===== config.mk =====
export PLATFORM = sky130hd
export DESIGN_NAME = icm_ltc_rx
export DESIGN_NICKNAME = d
export VERILOG_FILES = /design/src/rtl/icm_ltc_pkg.sv /design/src/rtl/sync.sv /design/src/rtl/icm_ltc_rx.sv
export SDC_FILE = /design/constraint.sdc
export NUM_CORES = 1
export LEC_CHECK = 0
export BUFFER_PORTS_ARGS = -buffer_cell sky130_fd_sc_hd__buf_4
export CAP_MARGIN = 20
export CORE_MARGIN = 2
export CORE_UTILIZATION = 50
export CTS_BUF_LIST = sky130_fd_sc_hd__clkbuf_8 sky130_fd_sc_hd__clkbuf_16
export DETAILED_ROUTE_END_ITERATION = 7
export GPL_TIMING_DRIVEN = 0
export PLACE_DENSITY = 0.77
export SLEW_MARGIN = 10
export SYNTH_ARGS = -nofsm -noshare
export SYNTH_HDL_FRONTEND = slang
export SYNTH_HIERARCHICAL = 1
export SYNTH_SLANG_ARGS = --single-unit

===== constraint.sdc =====
create_clock -name clk -period 2 [get_ports clk]
set_clock_uncertainty 0.05 [all_clocks]
set_input_delay 0.3 -clock clk [delete_from_list [all_inputs] [get_ports clk]]
set_output_delay 0.3 -clock clk [all_outputs]
set_load 0.005 [all_outputs]

===== src/rtl/icm_ltc_pkg.sv =====
// Shared types and frame constants for the ICM LTC stamp receiver.
package icm_ltc_pkg;

  localparam int LTC_W = 48;

  // Frame layout: start bit, LTC_W data bits MSB-first, stop bit.
  localparam logic START_BIT = 1'b0;
  localparam logic STOP_BIT  = 1'b1;

  typedef enum logic [2:0] {
    S_WAIT_IDLE = 3'd0,
    S_ARMED     = 3'd1,
    S_START     = 3'd2,
    S_DATA      = 3'd3,
    S_STOP      = 3'd4
  } state_t;

endpackage


===== src/rtl/sync.sv =====
// Two-flop synchronizer for a single asynchronous bit; reset value selectable
// so an idle-high line does not look active while coming out of reset.
module sync #(
  parameter logic RST_VAL = 1'b0
) (
  input  logic clk,
  input  logic rst,
  input  logic i_d,
  output logic o_q
);

  logic [1:0] r_ff;

  always_ff @(posedge clk) begin
    if (rst) r_ff <= {2{RST_VAL}};
    else     r_ff <= {r_ff[0], i_d};
  end

  assign o_q = r_ff[1];

endmodule


===== src/rtl/icm_ltc_rx.sv =====
// Deserializes 48-bit LTC frames from ICM_GPIO_0 and holds the last good value
// with a freshness flag, plus framing-error and stuck-low line reporting.
module icm_ltc_rx
  import icm_ltc_pkg::*;
#(
  parameter int          SHIFT_CNT     = 20,
  parameter int          IDLE_CNT      = 4000,
  parameter int          STOP_ERR_CNT  = 200,
  parameter logic [31:0] VALID_TIMEOUT = 32'd240_000_000
) (
  input  logic             clk,
  input  logic             rst,
  input  logic             en,
  input  logic             ser_in,
  output logic [LTC_W-1:0] ltc_out,
  output logic             valid_out,
  output logic             frame_err,
  output logic             line_stuck
);

  localparam int TW = $clog2(SHIFT_CNT);
  localparam int IW = $clog2(IDLE_CNT);
  localparam int LW = $clog2(STOP_ERR_CNT);
  localparam int BW = $clog2(LTC_W + 1);

  localparam logic [TW-1:0] TMR_HALF = TW'(SHIFT_CNT / 2 - 1);
  localparam logic [TW-1:0] TMR_END  = TW'(SHIFT_CNT - 1);
  localparam logic [IW-1:0] IDLE_END = IW'(IDLE_CNT - 1);
  localparam logic [LW-1:0] LOW_END  = LW'(STOP_ERR_CNT - 1);
  localparam logic [BW-1:0] BIT_LAST = BW'(LTC_W - 1);
  localparam logic [31:0]   TO_END   = VALID_TIMEOUT - 32'd1;

  // NOTE: en low is folded into the synchronous reset so a mid-frame disable
  // discards the frame and forces a fresh full idle qualification.
  logic w_rst;
  logic w_s;

  state_t r_state, w_next_state;

  logic [TW-1:0]    r_timer;
  logic [IW-1:0]    r_idle_cnt;
  logic [LW-1:0]    r_low_cnt;
  logic [BW-1:0]    r_bit_cnt;
  logic [LTC_W-1:0] r_sr;
  logic [LTC_W-1:0] r_ltc;
  logic             r_valid;
  logic [31:0]      r_to_cnt;
  logic             r_frame_err;
  logic             r_line_stuck;

  logic w_tmr_half, w_tmr_end, w_idle_hit, w_timeout;
  logic w_timing, w_shift, w_stop_ok, w_stop_bad, w_stuck_hit;

  assign w_rst = rst | ~en;

  sync #(.RST_VAL(1'b1)) u_sync (
    .clk (clk),
    .rst (w_rst),
    .i_d (ser_in),
    .o_q (w_s)
  );

  assign w_tmr_half = (r_timer == TMR_HALF);
  assign w_tmr_end  = (r_timer == TMR_END);
  assign w_idle_hit = (r_state == S_WAIT_IDLE) && w_s && (r_idle_cnt == IDLE_END);
  assign w_timeout  = r_valid && (r_to_cnt == TO_END);

  always_ff @(posedge clk) begin
    if (w_rst) r_state <= S_WAIT_IDLE;
    else       r_state <= w_next_state;
  end

  always_comb begin
    w_next_state = r_state;
    case (r_state)
      S_WAIT_IDLE: if (w_idle_hit) w_next_state = S_ARMED;
      S_ARMED:     if (w_s == START_BIT) w_next_state = S_START;
      S_START:     if (w_tmr_half) w_next_state = (w_s == START_BIT) ? S_DATA : S_ARMED;
      S_DATA:      if (w_tmr_end && (r_bit_cnt == BIT_LAST)) w_next_state = S_STOP;
      S_STOP:      if (w_tmr_end) w_next_state = S_WAIT_IDLE;
      default:     w_next_state = S_WAIT_IDLE;
    endcase
  end

  // NOTE: every strobe gets a default first so this block never infers a latch.
  always_comb begin
    w_timing    = 1'b0;
    w_shift     = 1'b0;
    w_stop_ok   = 1'b0;
    w_stop_bad  = 1'b0;
    w_stuck_hit = 1'b0;
    case (r_state)
      S_WAIT_IDLE: w_stuck_hit = !w_s && (r_low_cnt == LOW_END);
      S_START:     w_timing = 1'b1;
      S_DATA: begin
        w_timing = 1'b1;
        w_shift  = w_tmr_end;
      end
      S_STOP: begin
        w_timing   = 1'b1;
        w_stop_ok  = w_tmr_end && (w_s == STOP_BIT);
        w_stop_bad = w_tmr_end && (w_s != STOP_BIT);
      end
      default: ;
    endcase
  end

  // NOTE: all state here uses non-blocking assignments so every register
  // sees the pre-edge values of the others.
  always_ff @(posedge clk) begin
    if (w_rst) begin
      r_timer      <= '0;
      r_idle_cnt   <= '0;
      r_low_cnt    <= '0;
      r_bit_cnt    <= '0;
      r_sr         <= '0;
      r_ltc        <= '0;
      r_valid      <= 1'b0;
      r_to_cnt     <= '0;
      r_frame_err  <= 1'b0;
      r_line_stuck <= 1'b0;
    end else begin
      if (w_timing && !w_shift && (w_next_state == r_state)) r_timer <= r_timer + 1'b1;
      else                                                   r_timer <= '0;

      if ((r_state == S_WAIT_IDLE) && w_s && !w_idle_hit) r_idle_cnt <= r_idle_cnt + 1'b1;
      else                                                r_idle_cnt <= '0;

      if ((r_state == S_WAIT_IDLE) && !w_s)
        r_low_cnt <= (r_low_cnt == LOW_END) ? r_low_cnt : r_low_cnt + 1'b1;
      else
        r_low_cnt <= '0;

      if (r_state != S_DATA) r_bit_cnt <= '0;
      else if (w_shift)      r_bit_cnt <= r_bit_cnt + 1'b1;

      // Shifting happens in r_sr only; ltc_out moves solely on a good stop bit.
      if (w_shift)   r_sr  <= {r_sr[LTC_W-2:0], w_s};
      if (w_stop_ok) r_ltc <= r_sr;

      if (w_stop_ok)                               r_valid <= 1'b1;
      else if (w_stop_bad || w_stuck_hit || w_timeout) r_valid <= 1'b0;

      if (w_stop_ok || !r_valid || w_timeout) r_to_cnt <= '0;
      else                                    r_to_cnt <= r_to_cnt + 32'd1;

      r_frame_err <= w_stop_bad;

      if (w_stuck_hit)     r_line_stuck <= 1'b1;
      else if (w_idle_hit) r_line_stuck <= 1'b0;
    end
  end

  assign ltc_out    = r_ltc;
  assign valid_out  = r_valid;
  assign frame_err  = r_frame_err;
  assign line_stuck = r_line_stuck;

endmodule

==> results of run 1 <==
==> final cells by class <==
| class | instances | area (um2) | share of cell area, % |
|---|---|---|---|
| multi-input combinational | 574 | 3220 | 38.7 |
| inverter | 13 | 48.8 | 0.588 |
| tap | 176 | 220 | 2.65 |
| clock inverter | 15 | 158 | 1.90 |
| sequential | 167 | 3390 | 40.8 |
| timing repair buffer | 72 | 551 | 6.63 |
| clock buffer | 17 | 425 | 5.12 |
| buffer | 49 | 295 | 3.56 |
==> what timing repair did <==
| item | CTS | global route |
|---|---|---|
| setup endpoints to repair | 115 | 138 |
| setup buffers | 9 | 8 |
| pin swaps | 5 | 2 |
| gates cloned | 0 | 2 |
| gates resized for setup | 74 | 45 |
==> per-layer routing <==
layer	share of wire, %	GRT usage [%]
met1	45	27.4
met2	48	35.1
met3	5.0	4.50
met4	1.4	6.40
met5	0	0
==> per-stage QoR <==
stage               cells  util [%]  total power, uW  worst slack [ps]  instance area (um2)
global route         1083      63.5             6830             -59.4                 8310
global placement     1036      55.7             3480              -367                 7290
detailed placement   1036      55.7             3480              -387                 7290
floorplan             806         -             3450              12.0                 6670
finish               1083      63.5             6650              29.7                 8310
CTS                  1075      62.2             6680             0.705                 8130
==> cell families (layout without fill, tap and decap cells) <==
group	count (synthesis)	count (layout)	share of synthesized area [%]
xor gates and xnor gates	38	38	5.02
buffers and inverters	66	166	4.00
AOI/OAI and AO/OA	152	152	13.2
muxes	1	1	0.151
DFF	167	167	50.4
adders and majority gates	6	6	1.13
and+or+nand+nor	376	377	26.1
==> how the worst max path moves through the flow <==
stage / start / end / slack [ps]
after global routing: r_to_cnt[2]$_SDFF_PP0_ / r_to_cnt[4]$_SDFF_PP0_ / -60
final: r_to_cnt[2]$_SDFF_PP0_ / r_to_cnt[4]$_SDFF_PP0_ / 30
after detailed placement: r_timer[0]$_SDFF_PP0_ / ltc_out[25]$_SDFFE_PP0P_ / -390
after floorplan: r_to_cnt[0]$_SDFF_PP0_ / r_to_cnt[26]$_SDFF_PP0_ / 10
after CTS: r_to_cnt[8]$_SDFF_PP0_ / r_to_cnt[31]$_SDFF_PP0_ / 0.7
after global placement: r_timer[0]$_SDFF_PP0_ / ltc_out[31]$_SDFFE_PP0P_ / -370
==> Yosys cell counts, drive strengths merged <==
cell     number
nand2       214
dfxtp       167
a21oi       103
clkbuf       40
nor2         34
nor3         27
nand3        25
xnor2        24
a211oi       20
or4          17
nand4        15
o31ai        15
xor2         14
buf          13
inv          13
nor4          9
or3           9
o21ai         8
ha            6
and3          5
and2          3
nor2b         3
nor4bb        3
and3b         2
and4          2
o21bai        2
or2           2
a2111oi       1
a21boi        1
a21o          1
a2bb2oi       1
mux2i         1
nand2b        1
nand3b        1
nand4bb       1
nor4b         1
or3b          1
or4b          1
==> where the power goes <==
part	switching (uW)	leakage (uW)	internal [uW]
combinational	62.1	0.00102	22.1
sequential	2.27	0.00136	3310
clock	1480	0.000286	1770
==> sequential cells by signal, indices dropped and copies added, names as in the netlist <==
register / flops
ltc_out: 48
r_bit_cnt: 6
r_timer: 5
frame_err: 1
valid_out: 1
r_idle_cnt: 12
line_stuck: 1
r_low_cnt: 8
r_state: 3
r_sr: 48
u_sync/r_ff: 2
r_to_cnt: 32
==> worst max-delay path: stages, from the launching register on <==
cell	delay [ps]
dfxtp_4	370
nand3_2	110
clkbuf_2	200
or3_4	440
o31ai_4	250
buf_4	190
buf_2	170
nor3_1	70
==> qor.csv, run 1 <==
stage;metric;value;unit
drt;wire per inst;14.0;um
floorplan;Die Wd;119;um
placement;Buffers on Ports;54;
floorplan;I/O Pins;55;
drt;Vias per Instance;5.41;
clocking;CTS tree;yes;
timing;Slew HR;57.8;%
global_route;GRT Total Usage;21.1;%
timing;fin crit share;98.5;%
setup_path;CP startpoint kind;register;
cells_and_area;NumNets Final;904;
drt;drt total wl;15.2;mm
clocking;CTS Hold Bufs;0;
setup_path;CP Capture Type;register;
power;leak pwr;0.00267;uW
placement;RD Place Congestion;0.808;
drt;Pre-antenna DRT Iters;5;
floorplan;core box area;0.0131;mm2
global_route;largest net degree at the start of global routing;18;
cells_and_area;Ant. Diodes;0;
drt;remaining antenna violation count after routing;0;
setup_path;Reg-to-Reg Start;r_to_cnt[2]$_SDFF_PP0_;
global_route;GRT overflow;0;
min_path;hold depth;2;
floorplan;initial core utilization;50.7;%
floorplan;die area;0.0142;mm2
global_route;vias in the first global route;5357;
clocking;Clock Sinks;167;
clocking;CTS clk-pin slew, worst paths;70;ps
logic_synthesis;Yosys Warn Count;6;
logic_synthesis;Synth top area share;50.4;%
power;PD cells;800;mW/mm2
min_path;worst hold-check path type;input pin to register;
setup_path;WP data arrival;2230;ps
placement;detailed placer's ending HPWL;9.33;mm
cells_and_area;area grow syn2layout;25.2;%
drt;Detailed Route Iter0 Violations;426;
run;max_cap viols;0;
logic_synthesis;Post-Synthesis Cells;806;
timing;final slew viol count;0;
min_path;sink of the worst hold path;u_sync/r_ff[0]$_SDFF_PP1_;
timing;worst hold slack;20.2;ps
logic_synthesis;synth unique cells;44;
cells_and_area;# fillers;1057;
clocking;TritonCTS buffer count;17;
setup_path;worst reg2reg path depth;7;
clocking;Clock Latency Late Sink;430;ps
timing;crit path time final;1970;ps
drt;DRC Markers;0;
setup_path;reg-to-reg slack, setup;30;ps
clocking;H-Tree Depth;4;
timing;Fin Setup TNS;0;ps
setup_path;WS Path Type;register to register;
timing;worst slew pin tran;625;ps
cells_and_area;share of cells above drive strength 1;20.5;%
logic_synthesis;Yosys top cell by area;dfxtp_1;
setup_path;CP max FO;10;
power;peak supply drop;623;uV
floorplan;Die Height;119;um
logic_synthesis;main area contributors after synthesis;dfxtp_1 50%, nand2_1 12%, a21oi_1 7.8%, xnor2_1 3.2%, clkbuf_1 2.3%;
clocking;Root Buffer;clkbuf_16;
logic_synthesis;Mean Syn Cell Area;8.23;um2
cells_and_area;most frequent cells in the layout;212 x nand2_1, 147 x dfxtp_1, 103 x a21oi_1;
clocking;CTS max path bufs;2;
min_path;hold path start;ser_in;
timing;Final setup viols;0;
floorplan;Cell Rows;42;
logic_synthesis;total of flip-flops plus latches after synthesis;167;
logic_synthesis;sequential share of the synthesized area;50.4;%
timing;RSZ-0062 raised after global routing;true;
cells_and_area;most common cell after layout, fill and taps aside;nand2_1;
logic_synthesis;Synth Net Count;816;
setup_path;CP Data Required Time;2260;ps
setup_path;worst r2r dst;r_to_cnt[4]$_SDFF_PP0_;
global_route;first-pass GRT wire length;24.7;mm
outcome;status;finished clean;
timing;Final Hold Viols;0;
drt;via count;5864;
logic_synthesis;Post-Syn Area;0.00663;mm2
timing;FMAX;508;MHz
global_route;initial antenna violation count;0;
No activity file was read; power rests on OpenSTA's default activity.
==> run 2, diff against run 1 <==
Settings changed: BUFFER_PORTS_ARGS -buffer_cell sky130_fd_sc_hd__buf_4 to -buffer_cell sky130_fd_sc_hd__buf_2, CORE_ASPECT_RATIO from default to 0.9.
==> run 2 against run 1 <==
  * Non-clock buffer count rose by 1
  * Die area barely moved
  * Largest cell class unchanged
  * Sequential share of layout area rose by 0.81 points
  * Clock power fell by 2%
  * Register-to-register slack barely moved
  * Fmax fell by 0.38%
  * Critical path depth fell by 2
==> qor.csv, run 2 (synthesis results as in run 1) <==
stage;metric;value;unit;change
outcome;status;finished clean;;
min_path;sink of the worst hold path;r_to_cnt[31]$_SDFF_PP0_;;
drt;Detailed Route Iter0 Violations;413;;-3.1%
drt;Vias per Instance;5.38;;-0.62%
drt;wire per inst;13.8;um;-2.0%
placement;detailed placer's ending HPWL;9.50;mm;+1.8%
floorplan;Die Wd;125;um;+5.2%
setup_path;CP Data Required Time;2290;ps;+30 ps
power;peak supply drop;721;uV;+16%
clocking;Clock Sinks;167;;unchanged
setup_path;Reg-to-Reg Start;r_to_cnt[4]$_SDFF_PP0_;;
drt;remaining antenna violation count after routing;0;;unchanged
timing;Fin Setup TNS;0;ps;unchanged
timing;worst slew pin tran;716;ps;+91.4 ps
timing;final slew viol count;0;;unchanged
setup_path;worst reg2reg path depth;5;;-2
timing;RSZ-0062 raised after global routing;true;;
floorplan;Die Height;113;um;-5.0%
min_path;hold path start;rst;;
timing;fin crit share;98.9;%;+0.38 points
timing;Final setup viols;0;;unchanged
timing;FMAX;506;MHz;-0.38%
setup_path;reg-to-reg slack, setup;20;ps;about the same
floorplan;core box area;0.0128;mm2;-1.9%
setup_path;crit path cell chain;nand3_2 -> or4_4 -> buf_2 -> or4_1 -> a211oi_2;;
timing;final setup margin;22.2;ps;-7.51 ps
setup_path;WS Path Type;register to register;;
setup_path;CP max FO;4;;-6
clocking;CTS max path bufs;2;;unchanged
cells_and_area;final core area utilization;63.5;%;about the same
cells_and_area;share of cells above drive strength 1;20.8;%;+0.33 points
cells_and_area;most common cell after layout, fill and taps aside;nand2_1;;
setup_path;WP data arrival;2270;ps;+40 ps
drt;DRC Markers;0;;unchanged
cells_and_area;area grow syn2layout;22.9;%;
setup_path;slowest CP cell;or4_4;;
placement;RD Place Congestion;0.818;;+1.3%
timing;Slew HR;51.7;%;-6.0 points
cells_and_area;most frequent cells in the layout;212 x nand2_1, 146 x dfxtp_1, 103 x a21oi_1;;
clocking;CTS tree;yes;;
global_route;GRT Total Usage;20.6;%;-0.49 points
timing;worst hold slack;273;ps;+253 ps
drt;Pre-antenna DRT Iters;4;;-1
min_path;worst hold-check path type;input pin to register;;
clocking;Clock Latency Late Sink;430;ps;about the same
placement;Buffers on Ports;54;;unchanged
run;max_cap viols;0;;unchanged
global_route;GRT overflow;0;;unchanged
timing;crit path time final;1980;ps;+7.51 ps
drt;drt total wl;14.7;mm;-3.1%
min_path;hold depth;4;;+2
power;Total Power;6600;uW;-0.75%
cells_and_area;NumNets Final;904;;unchanged
setup_path;CP Capture Type;register;;
power;PD cells;809;mW/mm2;+1.1%
setup_path;Worst path max stage delay;560;ps;+120 ps
global_route;vias in the first global route;5208;;-2.8%
clocking;TritonCTS buffer count;17;;unchanged
timing;Final Hold Viols;0;;unchanged
setup_path;CP startpoint kind;register;;
global_route;initial antenna violation count;0;;unchanged
global_route;largest net degree at the start of global routing;17;;-1
power;leak pwr;0.00267;uW;+0.20%
clocking;H-Tree Depth;4;;unchanged
floorplan;die area;0.0142;mm2;about the same
clocking;Root Buffer;clkbuf_16;;
floorplan;I/O Pins;55;;unchanged
floorplan;initial core utilization;51.7;%;+0.99 points
cells_and_area;Ant. Diodes;0;;unchanged
global_route;first-pass GRT wire length;24.1;mm;-2.5%
floorplan;Cell Rows;39;;-7.1%
placement;post-place setup slack;-345;ps;+42.3 ps
drt;via count;5763;;-1.7%
clocking;CTS clk-pin slew, worst paths;70;ps;about the same
setup_path;worst r2r dst;r_to_cnt[29]$_SDFF_PP0_;;
[run 2: cell types whose count changed in the layout (fill, tap and decap cells not counted), sizes merged]
cell and delta:
inv -1, dlygate4sd3 +1, or4 -1, clkbuf +1
[run 2: where the power goes]
group / internal, uW / switching, uW
clock: 1780 / 1420
sequential: 3310 / 2.34
combinational: 19.3 / 62.1
total: 5120 / 1480
[run 2: layer usage]
metal	part of all wire (%)	vias up	global-route usage (%)
li1	-	2947	-
met3	3.7	12	5.91
met1	49	2721	27.5
met2	47	83	32.6
met4	0.88	0	6.07
met5	0	-	0
[run 2: area by class of cell]
type	count	area, um2
plain buffers	50	287
clock buffers	18	439
clock inverters	14	138
fillers	1054	4680
inverters	13	48.8
multi-input cells	573	3220
flip-flops and latches	167	3390
well taps	164	205
repair buffers	72	425
[run 2: repair_timing]
action,4_1_cts,5_1_grt
endpoints found under the setup margin,114,132
hold buffers,1,0
endpoints found under the hold margin,1,0
buffers inserted,7,8
cloned,1,1
resized for setup,73,43
pin swaps,9,10
[run 2: metrics by stage]
stage,cell area [um2],instances
2_1_floorplan,6670,806
3_3_place_gp,7140,1024
3_5_place_dp,7140,1024
4_1_cts,7980,1063
5_1_grt,8150,1071
6_report,8150,1071
[run 2: worst max-delay path: cells and delay by family (launching register included)]
family                 cells  cell delay, ps
AOI/OAI and AO/OA          1             230
and+or+nand+nor            3            1100
buffers and inverters      1             170
DFF                        1             350
[run 2: worst max-delay path by stage]
stage,startpoint,end,slack (ps)
global placement,r_timer[0]$_SDFF_PP0_,ltc_out[31]$_SDFFE_PP0P_,-360
detailed placement,r_timer[0]$_SDFF_PP0_,ltc_out[22]$_SDFFE_PP0P_,-340
CTS,r_timer[0]$_SDFF_PP0_,ltc_out[6]$_SDFFE_PP0P_,-9
floorplan,r_to_cnt[0]$_SDFF_PP0_,r_to_cnt[26]$_SDFF_PP0_,10
global route,r_timer[4]$_SDFF_PP0_,r_timer[4]$_SDFF_PP0_,-140
finish,r_to_cnt[4]$_SDFF_PP0_,r_to_cnt[29]$_SDFF_PP0_,20
